===== config.mk =====
export PLATFORM = sky130hd
export DESIGN_NAME = spi_burst_master
export DESIGN_NICKNAME = d
export VERILOG_FILES = /design/src/rtl/spi_burst_master.sv
export SDC_FILE = /design/constraint.sdc
export NUM_CORES = 1
export LEC_CHECK = 0
export ABC_CLOCK_PERIOD_IN_PS = 2050
export BUFFER_PORTS_ARGS = -buffer_cell sky130_fd_sc_hd__buf_2
export CAP_MARGIN = 15
export CORE_UTILIZATION = 45
export DETAILED_ROUTE_END_ITERATION = 7
export PLACE_DENSITY = 0.77
export SYNTH_ARGS = -nofsm -noshare
export SYNTH_HDL_FRONTEND = slang
export SYNTH_SLANG_ARGS = --single-unit

===== constraint.sdc =====
create_clock -name clk -period 2.05 [get_ports clk]
set_input_delay 0.1025 -clock clk [delete_from_list [all_inputs] [get_ports clk]]
set_output_delay 0.1025 -clock clk [all_outputs]
set_load 0.02 [all_outputs]

===== src/rtl/spi_burst_master.sv =====
// spi_burst_master: SPI mode-0 byte engine that holds CSn low across a 1..MAX_BYTES_PER_CS byte burst
module spi_burst_master #(
  parameter int CLKS_PER_HALF_BIT = 5,
  parameter int MAX_BYTES_PER_CS = 4,
  parameter int CS_INACTIVE_CLKS = 1
) (
  input  logic       clk,
  input  logic       rst,
  input  logic [2:0] i_tx_count,
  input  logic [7:0] i_tx_byte,
  input  logic       i_tx_dv,
  output logic       o_tx_ready,
  output logic       o_done,
  output logic [7:0] o_rx_byte,
  output logic       o_rx_dv,
  output logic [1:0] o_rx_count,
  output logic       o_sck,
  input  logic       i_miso,
  output logic       o_mosi,
  output logic       o_csn
);
  localparam int HW = $clog2(CLKS_PER_HALF_BIT + 1);
  localparam int CW = $clog2(CS_INACTIVE_CLKS + 1);
  typedef enum logic [1:0] {IDLE, SHIFT, WAIT_BYTE, CS_HOLD} state_t;
  state_t state, state_d;
  logic [HW-1:0] half_cnt;
  logic [CW-1:0] hold_cnt;
  logic [3:0] edge_cnt;
  logic [6:0] tx_sr;
  logic [7:0] rx_sr;
  logic [2:0] bytes_left;
  logic [1:0] idx;
  logic can_accept, accept, count_ok, half_end, last_edge, hold_end;
  assign can_accept = state == IDLE || state == WAIT_BYTE;
  assign accept = can_accept && i_tx_dv;
  assign count_ok = i_tx_count != 3'd0 && i_tx_count <= 3'(MAX_BYTES_PER_CS);
  assign half_end = half_cnt == HW'(CLKS_PER_HALF_BIT - 1);
  assign last_edge = half_end && o_sck && edge_cnt == 4'd15;
  assign hold_end = hold_cnt == CW'(CS_INACTIVE_CLKS - 1);
  always_ff @(posedge clk) assert (CLKS_PER_HALF_BIT > 1) else $error("CLKS_PER_HALF_BIT must be >= 2");
  always_ff @(posedge clk or posedge rst) begin
    if (rst) state <= IDLE;
    else state <= state_d;
  end
  always_comb begin
    state_d = state;
    case (state)
      IDLE:      if (accept && count_ok) state_d = SHIFT;
      SHIFT:     if (last_edge) state_d = bytes_left > 3'd1 ? WAIT_BYTE : CS_HOLD;
      WAIT_BYTE: if (accept) state_d = SHIFT;
      CS_HOLD:   if (hold_end) state_d = IDLE;
      default:   state_d = IDLE;
    endcase
  end
  always_comb begin
    o_csn = state == IDLE || state == CS_HOLD;
    o_tx_ready = can_accept && !i_tx_dv;
  end
  always_ff @(posedge clk or posedge rst) begin
    if (rst) begin
      half_cnt <= '0;
      hold_cnt <= '0;
      edge_cnt <= '0;
      tx_sr <= '0;
      rx_sr <= '0;
      bytes_left <= '0;
      idx <= '0;
      o_sck <= 1'b0;
      o_mosi <= 1'b0;
      o_done <= 1'b0;
      o_rx_dv <= 1'b0;
      o_rx_byte <= '0;
      o_rx_count <= '0;
    end else begin
      o_rx_dv <= 1'b0;
      o_done <= 1'b0;
      if (accept && (state == WAIT_BYTE || count_ok)) begin
        tx_sr <= i_tx_byte[6:0];
        o_mosi <= i_tx_byte[7];
        half_cnt <= '0;
        edge_cnt <= '0;
      end
      if (state == IDLE && accept) begin
        bytes_left <= i_tx_count;
        idx <= '0;
        o_done <= !count_ok;
      end
      if (state == SHIFT) begin
        half_cnt <= half_end ? '0 : half_cnt + 1'b1;
        if (half_end) begin
          o_sck <= !o_sck;
          edge_cnt <= edge_cnt + 4'd1;
          if (!o_sck) rx_sr <= {rx_sr[6:0], i_miso};
          else if (last_edge) begin
            o_rx_dv <= 1'b1;
            o_rx_byte <= rx_sr;
            o_rx_count <= idx;
            idx <= idx + 2'd1;
            bytes_left <= bytes_left - 3'd1;
          end else begin
            tx_sr <= {tx_sr[5:0], 1'b0};
            o_mosi <= tx_sr[6];
          end
        end
      end
      hold_cnt <= state == CS_HOLD ? hold_cnt + 1'b1 : '0;
      if (state == CS_HOLD && hold_end) o_done <= 1'b1;
    end
  end
endmodule


==> summary.txt, run 1 <==
STA
  • # setup viols final: 0
  • Min cycle time layout: roughly 1900 ps
  • Worst Skew: about 7 ps
  • RSZ-0062 raised after global routing: false
  • Worst Tran Pin Value: approximately 550 ps
  • Final hold violation count: 0
  • Final TNS setup: 0 ps
  • Tcrit/Tclk final: a little over nine tenths
  • Fmax: a little over 0.5 GHz
  • Worst relative slew slack: 63.66%
  • Final Max Tran Viols: 0

Power and ir drop
  • Clock power share: between 20% and 30%
  • Logic pwr share: between 20% and 30%
  • Int Pwr: roughly 1.9 mW
  • Switching share of power: 30.81%
  • Leak: around 1.3 nW
  • Maximum VDD drop: about 0.45 mV
  • Pwr Density: approximately 1100 mW/mm^2
  • Switching pwr: between 0.8 and 0.9 mW
  • Pwr Total: around 2.7 mW
  • Share of total power in sequential cells: 46.7%

Clocking
  • Worst-path clk slew: 80 ps
  • CTS tree: yes
  • # clock sinks: 44
  • CTS buffer count: 5
  • H-tree levels: 2
  • Root Buffer: clkbuf_8
  • Max clock buf depth: 2
  • Clock Latency Late Sink: roughly 300 ps

Die
  • Die area: 0.004866 sq mm
  • Width of the die: between 60 and 70 microns
  • # IOs: 31
  • Initial Utilization: roughly 47%
  • FP Rows: 24
  • Core Region: roughly 0.0044 sq mm
  • Die H: ~70 microns

Global routing
  • Pin count of the biggest net entering global routing: 45
  • First-pass GRT wire length: 6410 microns
  • All-Layer GR Usage: roughly 17%
  • Total gr overflow: 0
  • Antenna violations before repair: 0
  • Vias in the first global route: about 1,400

Route
  • Total Wirelength: 3677 microns
  • First drt pass iteration count: 4
  • Residual DRC count: 0
  • Initial drt markers: between 100 and 150
  • Via count: around 1,500
  • WL per Instance: between 10 and 15 microns
  • Metal3 WL: 141 microns
  • Post-DRT Antenna Nets: 0
  • Met1 Wirelength: approximately 1700 microns
  • Met2 Wirelength: between 1500 and 2000 microns
  • Highest routing layer actually used: met4
  • Vias per inst: roughly 5.2

Flow run
  • Max cap viols: 0

Worst setup path
  • CP Data Arrival Time: around 2100 ps
  • WP depth: 6
  • Worst path required time: 2230 ps
  • CP endpoint kind: register
  • CP Class: reg2reg
  • Largest stage delay on the critical path: around 600 ps
  • CP startpoint kind: register
  • CP top delay family: simple AND/OR/NAND/NOR gates
  • Crit path cell chain: inv_1 > ha_4 > or4b_2 > nand4_1 > o2bb2ai_1 > a221oi_1
  • CP Max Fanout: 6
  • R2R depth: 6
  • Crit-path slowest cell: or4b_2
  • Crit path buf inv count: 1

Synthesis
  • Post-synthesis sequential area ratio: between 50% and 60%
  • Synthesized instance count: 200
  • Post-synth top area share: 53.30%
  • Synth Register Bits: 44
  • Mapped cell area: a little over 0.002 sq mm
  • Synth warn: 0
  • Cell variety after synth: 36
  • Post-synthesis cell type with the largest combined area: dfrtp_1
  • Syn Area/Cell: between 10 and 15 sq um
  • Synth area leaders: dfrtp_1, nand2_1, ha_1, mux2_2, a221o_1
  • Syn nets: 224

Placement
  • Dpl cell area: between 0.002 and 0.0025 sq mm
  • Placer Congestion: around 0.80
  • Port-buffer cells: 30
  • DP HPWL: roughly 2600 microns

Layout
  • Fraction of layout cells with a size suffix above 1: between 20% and 30%
  • Final core utilization: 55.62%
  • Design area: 0.002439 sq mm
  • Most frequent cells in the layout: nand2_1, dfrtp_1, buf_2
  • Nets: roughly 260
  • Diodes inserted: 0
  • Layout area overhead: 18.05%
  • Commonest non-fill, non-tap cell in the layout: nand2_1

Min path
  • Hold path cells: 3
  • Min-delay worst type: in2reg

Status
  • Status: finished clean
-- power groups by stage --
stage / Clock [mW] / Sequential, mW / Combinational, mW
floorplan: 0 / 1.25 / 0.547
global placement: 0 / 1.26 / 0.687
detailed placement: 0 / 1.27 / 0.724
CTS: 0.713 / 1.25 / 0.729
global route: 0.752 / 1.29 / 0.820
finish: 0.692 / 1.25 / 0.738
-- path summary, 6_finish.rpt --
check,slack [ps],endpoint,startpoint
setup reg to reg,100,state[0],state[1]
setup / recovery,100,state[0],state[1]
hold / removal,30,tx_sr[0],i_tx_byte[0]
min in group asynchronous,490,edge_cnt[0],rst
max in group asynchronous,1190,edge_cnt[2],rst
hold reg to reg,430,hold_cnt,hold_cnt
-- kinds of logic after synthesis --
logic type / Yosys count / synth area share [%]
adder cells (fa/ha/maj): 9 / 5.451
flip-flops: 44 / 53.30
AO/OA/AOI/OAI: 32 / 11.51
multiplexers: 12 / 6.420
AND/OR/NAND/NOR: 84 / 19.44
buffers and inverters: 19 / 3.876
-- per-layer routing --
layer	up-vias	GRT usage (%)
met5	-	0
met4	0	6.444
met3	5	4.651
met2	29	26.97
met1	718	21.81
li1	766	-
-- cell type report --
class                           instances  area, sq um
Clock inverter                          2        38.79
Inverter                               11        41.29
Tap cell                               52        65.06
Fill cell                             393         1946
Sequential cell                        44         1101
Timing Repair Buffer                   38        212.7
Multi-Input combinational cell        137        897.1
Clock buffer                            6        82.58
-- synthesized netlist by cell type, drive strengths merged --
cell type and n:
dfrtp 44, a221o 7, nand3 11, nand2b 2
nor2 3, or3 2, clkbuf 4, o22ai 1
o211ai 3, ha 9, a32o 1, buf 4
o21a 1, mux2i 2, o21bai 1, o2bb2ai 1
a21oi 2, nand3b 1, nand2 46, and3 11
and2 1, or2 1, o21ai 9, mux2 10
inv 11, or4b 1, o21ba 1, nor3 2
a221oi 1, nor3b 2, o31ai 2, a21o 2
nand4 1
-- flip-flops by register name, summed over array words and instances (netlist names) --
register and cells:
o_rx_byte 8, rx_sr 8, tx_sr 7, edge_cnt 4, bytes_left 3, half_cnt 3, idx 2, o_rx_count 2
state 2, hold_cnt 1, o_done 1, o_mosi 1, o_rx_dv 1, o_sck 1
-- timing repair --
item,CTS,global route
setup buffers,0,1
gates resized for setup,1,2
endpoints found under the hold margin,44,0
pin swaps,0,1
endpoints found under the setup margin,1,8
hold buffers,1,0
-- metrics by stage --
stage | hold slack, ps | worst slack [ps] | cells
after floorplan | 241.0 | 204.6 | 200
after global placement | 271.3 | 128.0 | 280
after detailed placement | 277.9 | 7.220 | 280
after CTS | 33.61 | 9.876 | 289
after global routing | 35.86 | 9.382 | 290
final | 33.81 | 102.1 | 290
-- worst min-delay path, cell delays in order --
cell and delay, ps:
buf_2 80, nand3_1 50, o21ai_0 60
Note: power is estimated with default switching activity, not from simulation.
==> run 2: changes to the inputs <==
RECOVER_POWER = 25   (was unset)
==> summary.txt, run 2 (synthesis results as in run 1) <==
Worst setup path
  • CP Max Fanout: 6 (unchanged)
  • CP Data Arrival Time: 2130 ps (about the same)
  • R2R depth: 6 (unchanged)
  • CP startpoint kind: register
  • Crit-path slowest cell: or4b_2
  • Largest stage delay on the critical path: 590 ps (about the same)
  • CP Class: reg2reg
  • CP endpoint kind: register
  • Crit path cell chain: inv_1 > ha_4 > or4b_2 > nand4_1 > o2bb2ai_1 > a221oi_1
  • Worst path required time: 2230 ps (about the same)

Power and ir drop
  • Maximum VDD drop: 0.4483 mV (about the same)
  • Switching pwr: 0.8273 mW (about the same)
  • Leak: 1.308 nW (-1.4%)
  • Switching share of power: 30.82% (about the same)
  • Clock power share: 25.8% (about the same)
  • Logic pwr share: 27.4% (about the same)
  • Pwr Density: 1104 mW/mm^2 (+0.28%)
  • Int Pwr: 1.857 mW (about the same)
  • Share of total power in sequential cells: 46.8% (about the same)

STA
  • Tcrit/Tclk final: 95.02% (about the same)
  • RSZ-0062 raised after global routing: false
  • Final Max Tran Viols: 0 (unchanged)
  • # setup viols final: 0 (unchanged)
  • Final worst slack: 102.1 ps (-0.001000 ps)
  • Min cycle time layout: 1948 ps (+0.001000 ps)
  • Final hold violation count: 0 (unchanged)
  • Worst Skew: 7.134 ps (+0.05232 ps)
  • Worst Tran Pin Value: 1074 ps (+529.0 ps)
  • Fmax: 0.5134 GHz (unchanged)
  • Worst relative slew slack: 28.40% (-35 points)
  • Final TNS setup: 0 ps (unchanged)

Die
  • Die area: 0.004866 sq mm (unchanged)
  • Initial Utilization: 47.12% (unchanged)
  • FP Rows: 24 (unchanged)
  • # IOs: 31 (unchanged)
  • Die H: 69.76 microns (unchanged)
  • Width of the die: 69.76 microns (unchanged)
  • Core Region: 0.004384 sq mm (unchanged)

Min path
  • Min-delay worst type: in2reg
  • Hold path cells: 3 (unchanged)

Global routing
  • Total gr overflow: 0 (unchanged)
  • All-Layer GR Usage: 16.83% (unchanged)
  • Antenna violations before repair: 0 (unchanged)
  • Vias in the first global route: 1,412 (unchanged)
  • Pin count of the biggest net entering global routing: 45 (unchanged)
  • First-pass GRT wire length: 6410 microns (unchanged)

Layout
  • Fraction of layout cells with a size suffix above 1: 26.47% (-1.7 points)
  • Non-Filler Instances: 290 (unchanged)
  • Diodes inserted: 0 (unchanged)
  • Most frequent cells in the layout: nand2_1, dfrtp_1, buf_2
  • Regs by FF count: o_rx_byte: 8 flops, rx_sr: 8 flops, tx_sr: 7 flops
  • Nets: 261 (unchanged)
  • Commonest non-fill, non-tap cell in the layout: nand2_1
  • Layout area overhead: 17.69%

Route
  • Vias per inst: 5.234 (unchanged)
  • Residual DRC count: 0 (unchanged)
  • Post-DRT Antenna Nets: 0 (unchanged)
  • First drt pass iteration count: 4 (unchanged)
  • Via count: 1,518 (unchanged)
  • WL per Instance: 12.70 microns (+0.14%)
  • Total Wirelength: 3682 microns (+0.14%)
  • Initial drt markers: 112 (+0.90%)

Clocking
  • CTS buffer count: 5 (unchanged)
  • Clock Latency Late Sink: 300 ps (about the same)
  • # clock sinks: 44 (unchanged)
  • H-tree levels: 2 (unchanged)
  • Worst-path clk slew: 80 ps (about the same)
  • CTS tree: yes
  • Root Buffer: clkbuf_8
  • Max clock buf depth: 2 (unchanged)

Placement
  • Pre-CTS setup slack: 7.220 ps (unchanged)
  • Port-buffer cells: 30 (unchanged)
  • Placer Congestion: 0.7958 (unchanged)
  • DP HPWL: 2590 microns (unchanged)
  • Post-Place Cells: 280 (unchanged)

Flow run
  • Max cap viols: 0 (unchanged)

Status
  • Status: finished clean
-- run 2: cell count changes in the layout (fill, tap and decap cells not counted) --
cell and change:
buf_2 -4, clkbuf_1 +4, buf_4 -1, clkbuf_2 +1
-- run 2: stage by stage --
stage,instance area [sq um],power (mW),util [%],hold slack (ps)
2_1_floorplan,2066,1.797,-,241.0
3_3_place_gp,2287,1.949,52.17,271.3
3_5_place_dp,2287,1.993,52.17,277.9
4_1_cts,2421,2.696,55.22,33.61
5_1_grt,2431,2.862,55.45,35.86
6_report,2431,2.684,55.45,33.81
-- run 2: power groups by stage --
stage                     Clock [mW]  Sequential [mW]  Combinational (mW)
after floorplan                    0             1.25               0.547
after global placement             0             1.26               0.687
after detailed placement           0             1.27               0.724
after CTS                      0.713             1.25               0.729
after global routing           0.752             1.29               0.819
final                          0.692             1.26               0.737
-- run 2: final cells by class --
class	count	area, sq um
Multi-Input combinational cell	137	897.1
Clock buffer	6	82.58
Fill cell	394	1953
Timing Repair Buffer	38	205.2
Sequential cell	44	1101
Tap cell	52	65.06
Clock inverter	2	38.79
Inverter	11	41.29
-- run 2: worst max-delay path: cells and delay by family, from the launching register on --
family / cells / cell delay, ps
AOI/OAI and AO/OA: 2 / 360
buffers and inverters: 1 / 130
and+or+nand+nor: 2 / 770
adders and majority gates: 1 / 170
DFF: 1 / 400
-- run 2: repair_timing --
item	4_1_cts	5_1_grt
buffers inserted	0	1
hold buffers	1	0
gates resized for setup	1	2
endpoints found under the hold margin	44	0
pin swaps	0	1
endpoints found under the setup margin	1	8
-- run 2: layer usage --
layer	routed length, microns	GRT usage [%]
met3	135	4.651
met4	58	6.444
met5	0	0
met2	1746	26.97
met1	1741	21.81
-- run 2: path summary, 6_finish.rpt --
| kind | startpoint | end | slack [ps] |
|---|---|---|---|
| setup / recovery | state[1] | state[0] | 100 |
| setup reg to reg | state[1] | state[0] | 100 |
| hold / removal | i_tx_byte[0] | tx_sr[0] | 30 |
| max in group asynchronous | rst | edge_cnt[2] | 710 |
| hold reg to reg | hold_cnt | hold_cnt | 430 |
| min in group asynchronous | rst | edge_cnt[0] | 690 |
